==> src/rtl/bip_control_unit.sv <==
// rtl/bip_control_unit.sv - BIP fetch/execute control: PC, instruction decode, halt.
// Optional BIP_ILLEGAL_TRAP_EN: undefined opcodes halt the core and raise o_illegal.
module bip_control_unit #(
  parameter int NB_DATA            = 16,
  parameter int NB_OPCODE          = 5,
  parameter int NB_OPERAND         = 11,
  parameter int LOG2_N_INSMEM_ADDR = 11
) (
  input  logic                          i_clock,
  input  logic                          i_reset,
  input  logic                          i_enable,
  input  logic [NB_DATA-1:0]            i_instruction,
  output logic [LOG2_N_INSMEM_ADDR-1:0] o_insmem_addr,
  output logic                          o_insmem_en,
  output logic [NB_OPERAND-1:0]         o_operand,
  output logic [1:0]                    o_sel_a,
  output logic                          o_sel_b,
  output logic                          o_op,
  output logic                          o_wr_acc,
  output logic                          o_wr_ram,
  output logic                          o_rd_ram,
  output logic                          o_halted
`ifdef BIP_ILLEGAL_TRAP_EN
  ,
  output logic                          o_illegal
`endif
);

  typedef enum logic [1:0] {
    S_FETCH = 2'b00,
    S_EXEC  = 2'b01,
    S_HALT  = 2'b10
  } state_t;

  localparam logic [NB_OPCODE-1:0] OP_HALT    = 5'd0;
  localparam logic [NB_OPCODE-1:0] OP_STORE   = 5'd1;
  localparam logic [NB_OPCODE-1:0] OP_LDV     = 5'd2;
  localparam logic [NB_OPCODE-1:0] OP_LDI     = 5'd3;
  localparam logic [NB_OPCODE-1:0] OP_ADDV    = 5'd4;
  localparam logic [NB_OPCODE-1:0] OP_ADDI    = 5'd5;
  localparam logic [NB_OPCODE-1:0] OP_SUBV    = 5'd6;
  localparam logic [NB_OPCODE-1:0] OP_SUBI    = 5'd7;

  state_t                          state_q, state_d;
  logic [LOG2_N_INSMEM_ADDR-1:0]   pc_q, pc_d;
  logic [NB_OPCODE-1:0]            opcode;

  assign opcode        = i_instruction[NB_DATA-1 -: NB_OPCODE];
  assign o_operand     = i_instruction[NB_OPERAND-1:0];
  assign o_insmem_addr = pc_q;
  assign o_halted      = (state_q == S_HALT);

`ifdef BIP_ILLEGAL_TRAP_EN
  logic illegal_q, illegal_d;
  assign o_illegal = illegal_q;

  always_ff @(posedge i_clock) begin
    if (!i_reset) illegal_q <= 1'b0;
    else          illegal_q <= illegal_d;
  end
`endif

  always_ff @(posedge i_clock) begin
    if (!i_reset) begin
      state_q <= S_FETCH;
      pc_q    <= '0;
    end else begin
      state_q <= state_d;
      pc_q    <= pc_d;
    end
  end

  always_comb begin
    state_d     = state_q;
    pc_d        = pc_q;
    o_insmem_en = 1'b0;
    o_sel_a     = 2'b00;
    o_sel_b     = 1'b0;
    o_op        = 1'b0;
    o_wr_acc    = 1'b0;
    o_wr_ram    = 1'b0;
    o_rd_ram    = 1'b0;
`ifdef BIP_ILLEGAL_TRAP_EN
    illegal_d   = illegal_q;
`endif
    case (state_q)
      S_FETCH: begin
        o_insmem_en = 1'b1;
        state_d     = S_EXEC;
      end
      S_EXEC: begin
        pc_d    = pc_q + 1'b1;
        state_d = S_FETCH;
        case (opcode)
          OP_HALT: begin
            pc_d    = pc_q;
            state_d = S_HALT;
          end
          OP_STORE: o_wr_ram = 1'b1;
          OP_LDV: begin
            o_rd_ram = 1'b1;
            o_wr_acc = 1'b1;
          end
          OP_LDI: begin
            o_sel_a  = 2'b01;
            o_wr_acc = 1'b1;
          end
          OP_ADDV, OP_SUBV: begin
            o_rd_ram = 1'b1;
            o_sel_b  = 1'b1;
            o_op     = (opcode == OP_SUBV);
            o_sel_a  = 2'b10;
            o_wr_acc = 1'b1;
          end
          OP_ADDI, OP_SUBI: begin
            o_op     = (opcode == OP_SUBI);
            o_sel_a  = 2'b10;
            o_wr_acc = 1'b1;
          end
          default: begin
`ifdef BIP_ILLEGAL_TRAP_EN
            // Keep PC on the offending word so software can inspect it.
            pc_d      = pc_q;
            state_d   = S_HALT;
            illegal_d = 1'b1;
`endif
          end
        endcase
      end
      S_HALT:  state_d = S_HALT;
      default: state_d = S_FETCH;
    endcase

    // Program memory is disabled too, so the held instruction replays on resume.
    if (!i_enable) begin
      state_d     = state_q;
      pc_d        = pc_q;
      o_insmem_en = 1'b0;
      o_wr_acc    = 1'b0;
      o_wr_ram    = 1'b0;
      o_rd_ram    = 1'b0;
`ifdef BIP_ILLEGAL_TRAP_EN
      illegal_d   = illegal_q;
`endif
    end
  end

endmodule

==> config.mk <==
export PLATFORM = sky130hd
export DESIGN_NAME = bip_control_unit
export DESIGN_NICKNAME = d
export VERILOG_FILES = /design/src/rtl/bip_control_unit.sv
export SDC_FILE = /design/constraint.sdc
export NUM_CORES = 1
export LEC_CHECK = 0
export ABC_CLOCK_PERIOD_IN_PS = 1800
export BUFFER_PORTS_ARGS = -buffer_cell sky130_fd_sc_hd__buf_2
export CAP_MARGIN = 25
export CORE_MARGIN = 2
export CORE_UTILIZATION = 37
export DETAILED_ROUTE_END_ITERATION = 10
export PLACE_DENSITY = 0.84
export SKIP_LAST_GASP = 1
export SYNTH_ARGS = -nofsm -noshare
export SYNTH_HDL_FRONTEND = slang
export SYNTH_SLANG_ARGS = --single-unit
export TNS_END_PERCENT = 30
==> constraint.sdc <==
create_clock -name i_clock -period 1.8 [get_ports i_clock]
set_input_delay 0.27 -clock i_clock [delete_from_list [all_inputs] [get_ports i_clock]]
set_output_delay 0.27 -clock i_clock [all_outputs]
set_load 0.01 [all_outputs]
# Word-level counts from Yosys, hierarchy flattened
# Cells that the tools add are included.
# word_totals
reg_bits	13
latchBits	0
mem_bits_rw	0
romBits	0
input_bits	19
out_inout_bits	31
elab_cells	40
n_memories	0
# op_classes
n_addsub	1
n_mul	0
div_mod_pow	0
magnitude_cmp	0
n_eq_ne	9
shifts	0
n_mux	19
n_bitwise	1
n_reduce_logical	8
# ops
op	n
equality test 5 x 3 -> 1 bit, second input constant	4
2-to-1 mux 1 bit	14
adder 11 x 1 -> 11 bit, second input constant	1
equality test 5 x 2 -> 1 bit, second input constant	2
case mux 2 bit (3 select lines)	1
OR reduction 6 bit	1
equality test 5 x 1 -> 1 bit, second input constant	1
logical NOT 5 bit	1
2-to-1 mux 2 bit	2
case mux 2 bit (2 select lines)	1
OR reduction 2 bit	2
OR reduction 4 bit	1
AND reduction 3 bit	1
OR reduction 3 bit	1
equality test 2 x 1 -> 1 bit, second input constant	1
equality test 2 bit, second input constant	1
logical NOT 2 bit	1
case mux 1 bit (2 select lines)	1
NOT 1 bit	1

# Longest topological paths before layout
# Gate-level depths: netlist of run 1.
# depth
word_depth	5
mapped_depth	5
depth_no_buf	5

# Least setup slack after synthesis of run 1
# No wires, ideal clock.
# synth_timing
path_kind	input to register
from	input port i_instruction[15]
to	register pc_q[1] (netlist: o_insmem_addr[1])
setup_time_ns	0.128
t_arrival_ns	1.349
required_time_ns	1.672
path_slack_ns	0.324
stages	5
n_path_buf	1
cell_sequence	or4_4 > o21ai_2 > buf_6 > mux2i_1 > nor2_1
# synth_via
elab_chain_cells	3
# synth_rtl
item	line	text
from (decl)	12	input logic [NB_DATA-1:0] i_instruction,
logical NOT 5 bit	94	case (opcode)
NOT 1 bit (no line)	--	
AND reduction 3 bit (no line)	--	
to (signal assigned)	69	pc_q <= pc_d;
to (decl)	45	logic [LOG2_N_INSMEM_ADDR-1:0] pc_q, pc_d;
# Every way passes these cells.
# A chain may end at the register's enable or synchronous reset.

# Worst setup path after layout of run 1
# layout_timing
from	register state_q[0]
to	output port o_sel_a[0]
# layout_via
elab_chain_cells	2
# layout_rtl
item	line	text
from (decl)	44	state_t state_q, state_d;
from (signal assigned)	68	state_q <= state_d;
equality test 2 x 1 -> 1 bit	86	case (state_q)
2-to-1 mux 2 bit	86	
to (decl)	16	output logic [1:0] o_sel_a,
# Every way passes these cells.

==> flow_summary.json, run 1 <==
{
  "status": "completed",
  "hold_path.class": "input pin to flop",
  "synth_most_common_cell": "dfxtp_1",
  "drv_slew": 0,
  "synth_cells": 94,
  "p_comb_frac": 0.101,
  "hold_viol_final": 0,
  "hpwlAfterDp_um": 1296,
  "rsz0062_at_grt": "false",
  "syn_avg_cell_area_um2": 8.253,
  "reg2reg_depth": 5,
  "die_h_um": 49.79,
  "syn-num-nets": 114,
  "ys_seq_elements": 13,
  "setup_violations": 0,
  "holdWs_ps": 252.4,
  "critPathMaxFanout": 6,
  "power_uw": 525.5,
  "p_sw_frac": 0.2426,
  "cts_buffers": 3,
  "grt_pass1_vias": 684,
  "core_area_um2": 1962,
  "dpl_cell_area_um2": 854.6,
  "layout.nets": 134,
  "antenna_found_initial": 0,
  "startpoint_type": "flop",
  "clkTransAtPathRegs_ps": 80,
  "tightest_slew_ps": 329.6,
  "r2r-start": "state_q[0]",
  "endpoint_kind": "output port",
  "critPathKind": "flop to output port",
  "antenna_cells": 0,
  "fin_ws_ps": 127.3,
  "clk_path_buf_depth": 2,
  "ios": 50,
  "p_per_area_nw_per_um2": 594.8,
  "fin_skew_ps": 2.990,
  "cts_tree": "done",
  "power_frac_clock": 0.337,
  "netlist_area_um2": 775.7,
  "synth_area_leaders": "dfxtp_1 (34%), buf_4 (11%), a21oi_1 (4.5%)",
  "slew_headroom": 0.7801,
  "synth_top_area_frac": 0.3355,
  "clock_latency_ps": 270,
  "h-tree-depth": 1,
  "preCtsSetupSlack_ps": 160.9,
  "synthArstFlopShare": 0,
  "totalWireLength_um": 1664,
  "cp_data_required_time_ps": 1530,
  "avgViaCountPerCell": 5.086,
  "irDropWorstVdd_mv": 0.2737,
  "rrSetupSlack_ps": 190,
  "yosysTopAreaCell": "dfxtp_1",
  "dr.pass1.iters": 4,
  "p_leak_nw": 0.3940,
  "antenna_left": 0,
  "fin_crit_ps": 1673,
  "port_buffers": 27,
  "cp.arrival_ps": 1400,
  "post-route-cell-area_um2": 883.3,
  "endpoint": "o_sel_a[0]",
  "max_freq_mhz": 597.8,
  "switchingPower_uw": 127.5,
  "fp-row-count": 16,
  "die_w_um": 49.79,
  "wl_per_cell_um": 11.89,
  "gp_congestion": 0.7676,
  "drt-initial-drc-count": 4,
  "yosys_most_used_dff": "dfxtp_1",
  "tns_ps": 0,
  "initial_core_util": 0.3954,
  "drive_above_1_share": 0.3097,
  "internal_power_uw": 398.0,
  "vias": 712,
  "pwr-share-seq": 0.562,
  "grtUsageTotal": 0.1426,
  "synth.distinct_cells": 31,
  "synth_warnings": 0,
  "post_cts_buffers": 0,
  "r2r-end": "o_insmem_addr[9]",
  "cts.sinks": 13,
  "crit_start": "state_q[0]",
  "seq_area_frac_synth": 0.3355,
  "grt-ovfl-total": 0,
  "drcViolationCount": 0,
  "area_growth_pct": 13.87,
  "maxCapViolCount": 0,
  "netlist_top_cells_count": "dfxtp_1 (13), buf_4 (11), nand2_1 (8)",
  "cts_root_buf": "clkbuf_4",
  "post-route-period-util": 0.9293,
  "grt_max_degree": 14,
  "fillers": 221,
  "grt_pass1_wl_um": 2766,
  "die_area_um2": 2479,
  "synth_edf_count": 0
}
-- worst max-delay path, cell delays in order (launching register included) --
cell	delay, ps
dfxtp_1	390
nor2b_2	200
inv_1	50
nor4b_1	290
buf_2	190
-- how the worst min path moves through the flow --
stage,depth (start not counted),end,start
6_report,2,o_insmem_addr[4],i_reset
5_1_grt,2,o_insmem_addr[4],i_reset
4_1_cts,2,o_insmem_addr[4],i_reset
3_5_place_dp,2,o_insmem_addr[10],o_insmem_addr[10]
3_3_place_gp,2,o_insmem_addr[10],o_insmem_addr[10]
2_1_floorplan,1,o_insmem_addr[4],i_reset
-- registers in the layout, summed over array words and instances (netlist names) --
| signal | cells |
|---|---|
| o_insmem_addr | 11 |
| state_q | 2 |
-- repair_timing --
item,CTS,global route
endpoints found under the hold margin,0,0
hold buffers,0,0
setup endpoints to repair,0,4
gates resized for setup,0,1
-- power groups by stage --
stage               sequential (mW)  combinational, mW  clock, mW
floorplan                     0.302             0.0542          0
global placement              0.302             0.0498          0
detailed placement            0.302             0.0521          0
CTS                           0.295             0.0524      0.186
global route                  0.296             0.0590      0.196
finish                        0.295             0.0530      0.177
-- per-stage QoR --
step                  util  instances
finish              0.4503        140
global route        0.4503        140
CTS                 0.4490        140
detailed placement  0.4356        136
global placement    0.4356        136
floorplan                -         94
-- area by class of cell --
type | count | area, um^2 | area share
multi-input combinational | 64 | 405.4 | 0.4589
sequential | 13 | 260.3 | 0.2946
timing repair buffer | 28 | 142.6 | 0.1615
tap | 27 | 33.78 | 0.03824
clock buffer | 4 | 26.28 | 0.02975
inverter | 4 | 15.01 | 0.01700
-- kinds of logic after synthesis --
logic type / share of synthesized area
xor+xnor: 0.04517
fa+ha+maj: 0.01613
mux: 0.02581
flops: 0.3355
compound gates: 0.1403
buf+inv: 0.1452
simple gates: 0.2920
-- per-layer routing --
| metal | GRT usage | part of all wire |
|---|---|---|
| met1 | 0.1745 | 0.45 |
| met2 | 0.2333 | 0.48 |
| met5 | 0 | 0 |
| met3 | 0.02727 | 0.043 |
| met4 | 0.07870 | 0.020 |
-- layout by cell type (no fill, tap or decap) --
cell       synthesis  routed
a21oi_1            7       7
and2_1             3       3
and2b_1            1       1
and3_1             2       2
and3b_2            1       1
buf_2              0      27
buf_4             11       1
clkbuf_1           1       1
clkbuf_4           0       3
dfxtp_1           13      13
ha_1               1       1
inv_1              4       4
mux2i_1            2       2
nand2_1            8       8
nand2b_1           1       1
nand3_1            2       2
nand4_1            1       1
nor2_1             7       7
nor2b_1            3       2
nor2b_2            0       1
nor3_1             1       1
nor4_1             2       2
nor4b_1            1       1
o2111ai_1          2       2
o211ai_1           1       1
o21ai_0            2       2
o21ai_2            1       1
o31ai_1            4       4
or3_1              2       2
or4_1              4       4
or4_4              1       1
xnor2_1            1       1
xor2_1             3       3
(Power assumes the default switching activity.)
==> inputs of run 2 (changes only) <==
--- a/config.mk
+++ b/config.mk
@@ -11,5 +11,5 @@
 export CORE_MARGIN = 2
-export CORE_UTILIZATION = 37
+export CORE_UTILIZATION = 41
 export DETAILED_ROUTE_END_ITERATION = 10
-export PLACE_DENSITY = 0.84
+export PLACE_DENSITY = 0.9
 export SKIP_LAST_GASP = 1
==> constraint.sdc (replaced) <==
create_clock -name i_clock -period 1.8 [get_ports i_clock]
set_input_delay 0.09 -clock i_clock [delete_from_list [all_inputs] [get_ports i_clock]]
set_output_delay 0.09 -clock i_clock [all_outputs]
set_load 0.01 [all_outputs]
==> run 2 against run 1 <==
  * Cell count fell by 2.1%
  * Sequential cell count did not move
  * Core utilization rose by 4.9 points
  * Largest power group unchanged
  * Critical path depth did not move
  * Fmax rose by 8.3%
  * Clock power rose by 2%
  * Register-to-register slack improved by 70 ps
  * Wire length fell by 5.3%
  * Largest cell class unchanged
==> flow_summary.json, run 2 (synthesized netlist as in run 1, its figures left out) <==
{
  "reg2reg_depth": 4,
  "totalWireLength_um": 1576,
  "cp_data_required_time_ps": 2010,
  "initial_core_util": 0.4444,
  "dr.pass1.iters": 4,
  "cts_tree": "done",
  "cts_buffers": 3,
  "ios": 50,
  "antenna_left": 0,
  "fin_crit_ps": 1544,
  "drt-initial-drc-count": 19,
  "max_freq_mhz": 647.7,
  "cts_root_buf": "clkbuf_4",
  "grt.busiest_layer": "met2",
  "grtUsageTotal": 0.1407,
  "drv_slew": 0,
  "status": "completed",
  "cts.sinks": 13,
  "post-route-period-util": 0.8577,
  "fp-row-count": 15,
  "met1_usage": 0.1833,
  "maxCapViolCount": 0,
  "die_area_um2": 2256,
  "largest_reg_flops": 11,
  "use_met3": 0.03396,
  "h-tree-depth": 1,
  "clkTransAtPathRegs_ps": 80,
  "p_per_area_nw_per_um2": 604.5,
  "grt_pass1_wl_um": 2256,
  "mostFrequentLayoutCells": "buf_2 (27), dfxtp_1 (13), nand2_1 (8)",
  "gp_congestion": 0.7331,
  "wl_per_cell_um": 11.50,
  "area_growth_pct": 12.26,
  "core_area_um2": 1745,
  "grt_max_degree": 14,
  "slew_headroom": 0.6820,
  "drive_above_1_share": 0.2946,
  "hold_path.class": "input pin to flop",
  "hpwlAfterDp_um": 1223,
  "fillers": 173,
  "irDropWorstVdd_mv": 0.4308,
  "grt-ovfl-total": 0,
  "critPathMaxFanout": 13,
  "layout_commonest_cell": "buf_2",
  "drcViolationCount": 0,
  "clock_latency_ps": 270,
  "hold_viol_final": 0,
  "preCtsSetupSlack_ps": 196.9,
  "cts_resized": 0,
  "startpoint_type": "flop",
  "min_path_cells": 2,
  "fin_ws_ps": 256.2,
  "rsz0062_at_grt": "false",
  "post_cts_buffers": 0,
  "die_h_um": 47.50,
  "tns_ps": 0,
  "cp.arrival_ps": 1750,
  "seq_area_um2": 260.3,
  "critPathKind": "flop to flop",
  "vias": 698,
  "die_w_um": 47.50,
  "multi_input_area_um2": 402.9,
  "tightest_slew_ps": 477.0,
  "p_leak_nw": 0.3892,
  "setup_violations": 0,
  "antenna_cells": 0,
  "fin_skew_ps": 2.612,
  "cts_hold_buf": 0,
  "slowest_stage": "or4_1",
  "clk_path_buf_depth": 2,
  "path_cells": "and3b_2 > o21ai_2 > or4_1 > a21oi_1",
  "endpoint_kind": "flop",
  "use_met2": 0.2243,
  "antenna_found_initial": 0,
  "avgViaCountPerCell": 5.095,
  "grt_pass1_vias": 546,
  "layout.nets": 133,
  "port_buffers": 27,
  "cpPeakStageDelay_ps": 530
}
-- run 2: area by class of cell --
| class | count | area share |
|---|---|---|
| Tap cell | 25 | 0.03592 |
| Multi-Input combinational cell | 64 | 0.4626 |
| Sequential cell | 13 | 0.2989 |
| Clock buffer | 4 | 0.03017 |
| Timing Repair Buffer | 27 | 0.1552 |
| Inverter | 4 | 0.01724 |
-- run 2: metrics by stage --
stage	instances	hold WS [ps]	util	total power [mW]	cell area, um^2
floorplan	94	211.7	-	0.3563	775.7
global placement	133	180.1	0.4839	0.3497	844.6
detailed placement	133	180.1	0.4839	0.3522	844.6
CTS	137	62.48	0.4989	0.5323	870.8
global route	137	77.89	0.4989	0.5465	870.8
finish	137	64.08	0.4989	0.5264	870.8
-- run 2: worst paths after layout --
kind | from | endpoint | slack, ps
worst max-delay path | state_q[0] | o_insmem_addr[5] | 260
worst min-delay path | i_reset | o_insmem_addr[4] | 60
worst max register to register | state_q[0] | o_insmem_addr[5] | 260
worst min register to register | o_insmem_addr[10] | o_insmem_addr[10] | 470
-- run 2: layer usage --
metal | part of all wire | vias up | routed length (um)
li1 | - | 360 | -
met1 | 0.45 | 314 | 717
met2 | 0.48 | 18 | 762
met3 | 0.049 | 6 | 77
met4 | 0.012 | 0 | 19
met5 | 0 | - | 0
-- run 2: power breakdown --
part           total (mW)  switching, mW  internal, mW  leakage, nW
logic              0.0507         0.0313        0.0194        0.269
clock network       0.181         0.0949        0.0859       0.0150
registers           0.295        0.00410         0.291        0.105
-- run 2: critical path: cells and delay by family, from the launching register on --
family	cells	cell delay, ps
AOI/OAI and AO/OA	2	300
and+or+nand+nor	2	790
DFF	1	390
==> inputs of run 3 (changes only) <==
--- a/config.mk
+++ b/config.mk
@@ -10,4 +10,5 @@
 export CAP_MARGIN = 25
-export CORE_MARGIN = 2
+export CORE_MARGIN = 4
 export CORE_UTILIZATION = 41
+export CTS_BUF_LIST = sky130_fd_sc_hd__clkbuf_8 sky130_fd_sc_hd__clkbuf_16
 export DETAILED_ROUTE_END_ITERATION = 10
==> constraint.sdc (replaced) <==
create_clock -name i_clock -period 1.8 [get_ports i_clock]
set_input_delay 0.54 -clock i_clock [delete_from_list [all_inputs] [get_ports i_clock]]
set_output_delay 0.54 -clock i_clock [all_outputs]
set_load 0.01 [all_outputs]
==> run 3 against run 2 <==
  * The run now ends with setup timing left
  * Critical path depth rose by 2
  * Register-to-register slack got worse by 70 ps
  * Fmax decreased by 16%
  * Non-clock buffer count rose by 5
  * Power is 20% higher
  * Hold slack improved by 400 ps
  * Cell count is 3.6% higher
  * Design area increased by 13%
  * Combinational power rose by 47%
  * Count of clock-buffer cells in the layout shrank 1
  * Largest cell class unchanged
==> flow_summary.json, run 3 (synthesized netlist as in run 1, its figures left out) <==
{
  "die_w_um": 51.50,
  "status": "complete, but fails checks",
  "hold_path.class": "flop to flop",
  "fin_util": 0.5553,
  "grt-ovfl-total": 0,
  "post-route-period-util": 1.024,
  "grt_max_degree": 14,
  "hold_start": "o_insmem_addr[10]",
  "p_per_area_nw_per_um2": 645.8,
  "layout.nets": 138,
  "fin_skew_ps": 5.180,
  "die_area_um2": 2652,
  "hpwlAfterDp_um": 1416,
  "avgViaCountPerCell": 5.521,
  "area_growth_pct": 26.29,
  "dr.pass1.iters": 4,
  "grt_pass1_vias": 729,
  "antenna_found_initial": 0,
  "gp_congestion": 0.7588,
  "r2r-end": "o_insmem_addr[5]",
  "critPathKind": "input pin to output port",
  "cts.sinks": 13,
  "cp_data_required_time_ps": 1260,
  "core_area_um2": 1764,
  "hold_end": "o_insmem_addr[10]",
  "clkTransAtPathRegs_ps": 60,
  "die_h_um": 51.50,
  "endpoint_kind": "output port",
  "initial_core_util": 0.4397,
  "cts_hold_buf": 0,
  "fp-row-count": 15,
  "fin_crit_ps": 1842,
  "rrSetupSlack_ps": 190,
  "drive_above_1_share": 0.4103,
  "slew_headroom": 0.7758,
  "p_leak_nw": 0.4367,
  "vias": 784,
  "antenna_left": 0,
  "h-tree-depth": 1,
  "fillers": 164,
  "cts_tree": "done",
  "rsz0062_at_grt": "true",
  "irDropWorstVdd_mv": 0.6923,
  "reg2reg_depth": 6,
  "hold_viol_final": 0,
  "crit_start": "i_instruction[13]",
  "r2r-start": "state_q[0]",
  "drv_slew": 0,
  "grt_pass1_wl_um": 3146,
  "cts_root_buf": "clkbuf_8",
  "clock_latency_ps": 250,
  "dpl_cell_area_um2": 887.1,
  "drt-initial-drc-count": 14,
  "min_path_cells": 2,
  "grtUsageTotal": 0.1560,
  "port_buffers": 27,
  "antenna_cells": 0,
  "drcViolationCount": 0,
  "totalWireLength_um": 2032,
  "ios": 50,
  "fin_ws_ps": -42.42,
  "mostFrequentLayoutCells": "buf_2 (27), dfxtp_1 (11), nand2_1 (7), a21oi_1 (7), nor2_1 (5)",
  "startpoint_type": "input pin",
  "wl_per_cell_um": 14.31,
  "clk_path_buf_depth": 2,
  "tightest_slew_ps": 333.2,
  "max_freq_mhz": 542.8,
  "layout_commonest_cell": "buf_2",
  "largest_reg_flops": 11,
  "violations": "setup timing",
  "setup_violations": 3,
  "cp.arrival_ps": 1300,
  "preCtsSetupSlack_ps": -101.2,
  "cts_buffers": 3,
  "maxCapViolCount": 0,
  "post-route-cell-area_um2": 979.7,
  "critPathMaxFanout": 4
}
-- run 3: repair_timing --
action | in CTS | in global routing
resized for setup | 10 | 2
endpoints found under the hold margin | 0 | 0
pin swaps | 3 | 0
setup endpoints to repair | 6 | 5
buffers inserted | 1 | 0
-- run 3: report_power, final --
part           internal, mW  switching, mW  total, mW
Clock                 0.153          0.110      0.263
Combinational        0.0327         0.0420     0.0747
Sequential            0.292        0.00333      0.295
-- run 3: layer usage --
layer,track usage,up-vias,part of all wire
li1,-,375,-
met1,0.1762,369,0.38
met2,0.2839,34,0.52
met3,0.03438,6,0.079
met4,0.05677,0,0.017
met5,0,-,0
-- run 3: worst max path at each step --
stage | endpoint | slack, ps | cells past startpoint
final | o_rd_ram | -40 | 6
after global routing | o_sel_a[0] | -100 | 5
after CTS | o_sel_a[0] | -7 | 5
after detailed placement | o_insmem_addr[1] | -100 | 6
after global placement | o_insmem_addr[1] | -70 | 6
after floorplan | o_insmem_addr[1] | 50 | 5
-- run 3: worst max-delay path, cell delays in order --
cell and delay, ps:
buf_2 100, buf_4 150, o21ai_2 180, nor2_2 70
nor2b_1 120, buf_2 140
-- run 3: cell type report --
class                      instances  area [um^2]  area share
multi-input combinational         64        439.2      0.4483
sequential                        13        262.8      0.2682
timing repair buffer              32        185.2      0.1890
clock buffer                       3        41.29     0.04215
tap                               25        31.28     0.03193
inverter                           4        15.01     0.01533
clock inverter                     1        5.005    0.005109
-- run 3: metrics by stage --
step	power, mW	setup TNS [ps]	hold slack [ps]	cells
floorplan	0.3563	0	466.3	94
global placement	0.3589	-204.8	452.0	137
detailed placement	0.3619	-563.4	466.1	137
CTS	0.6274	-11.83	470.6	142
global route	0.6531	-336.7	500.4	142
finish	0.6327	-66.68	467.3	142
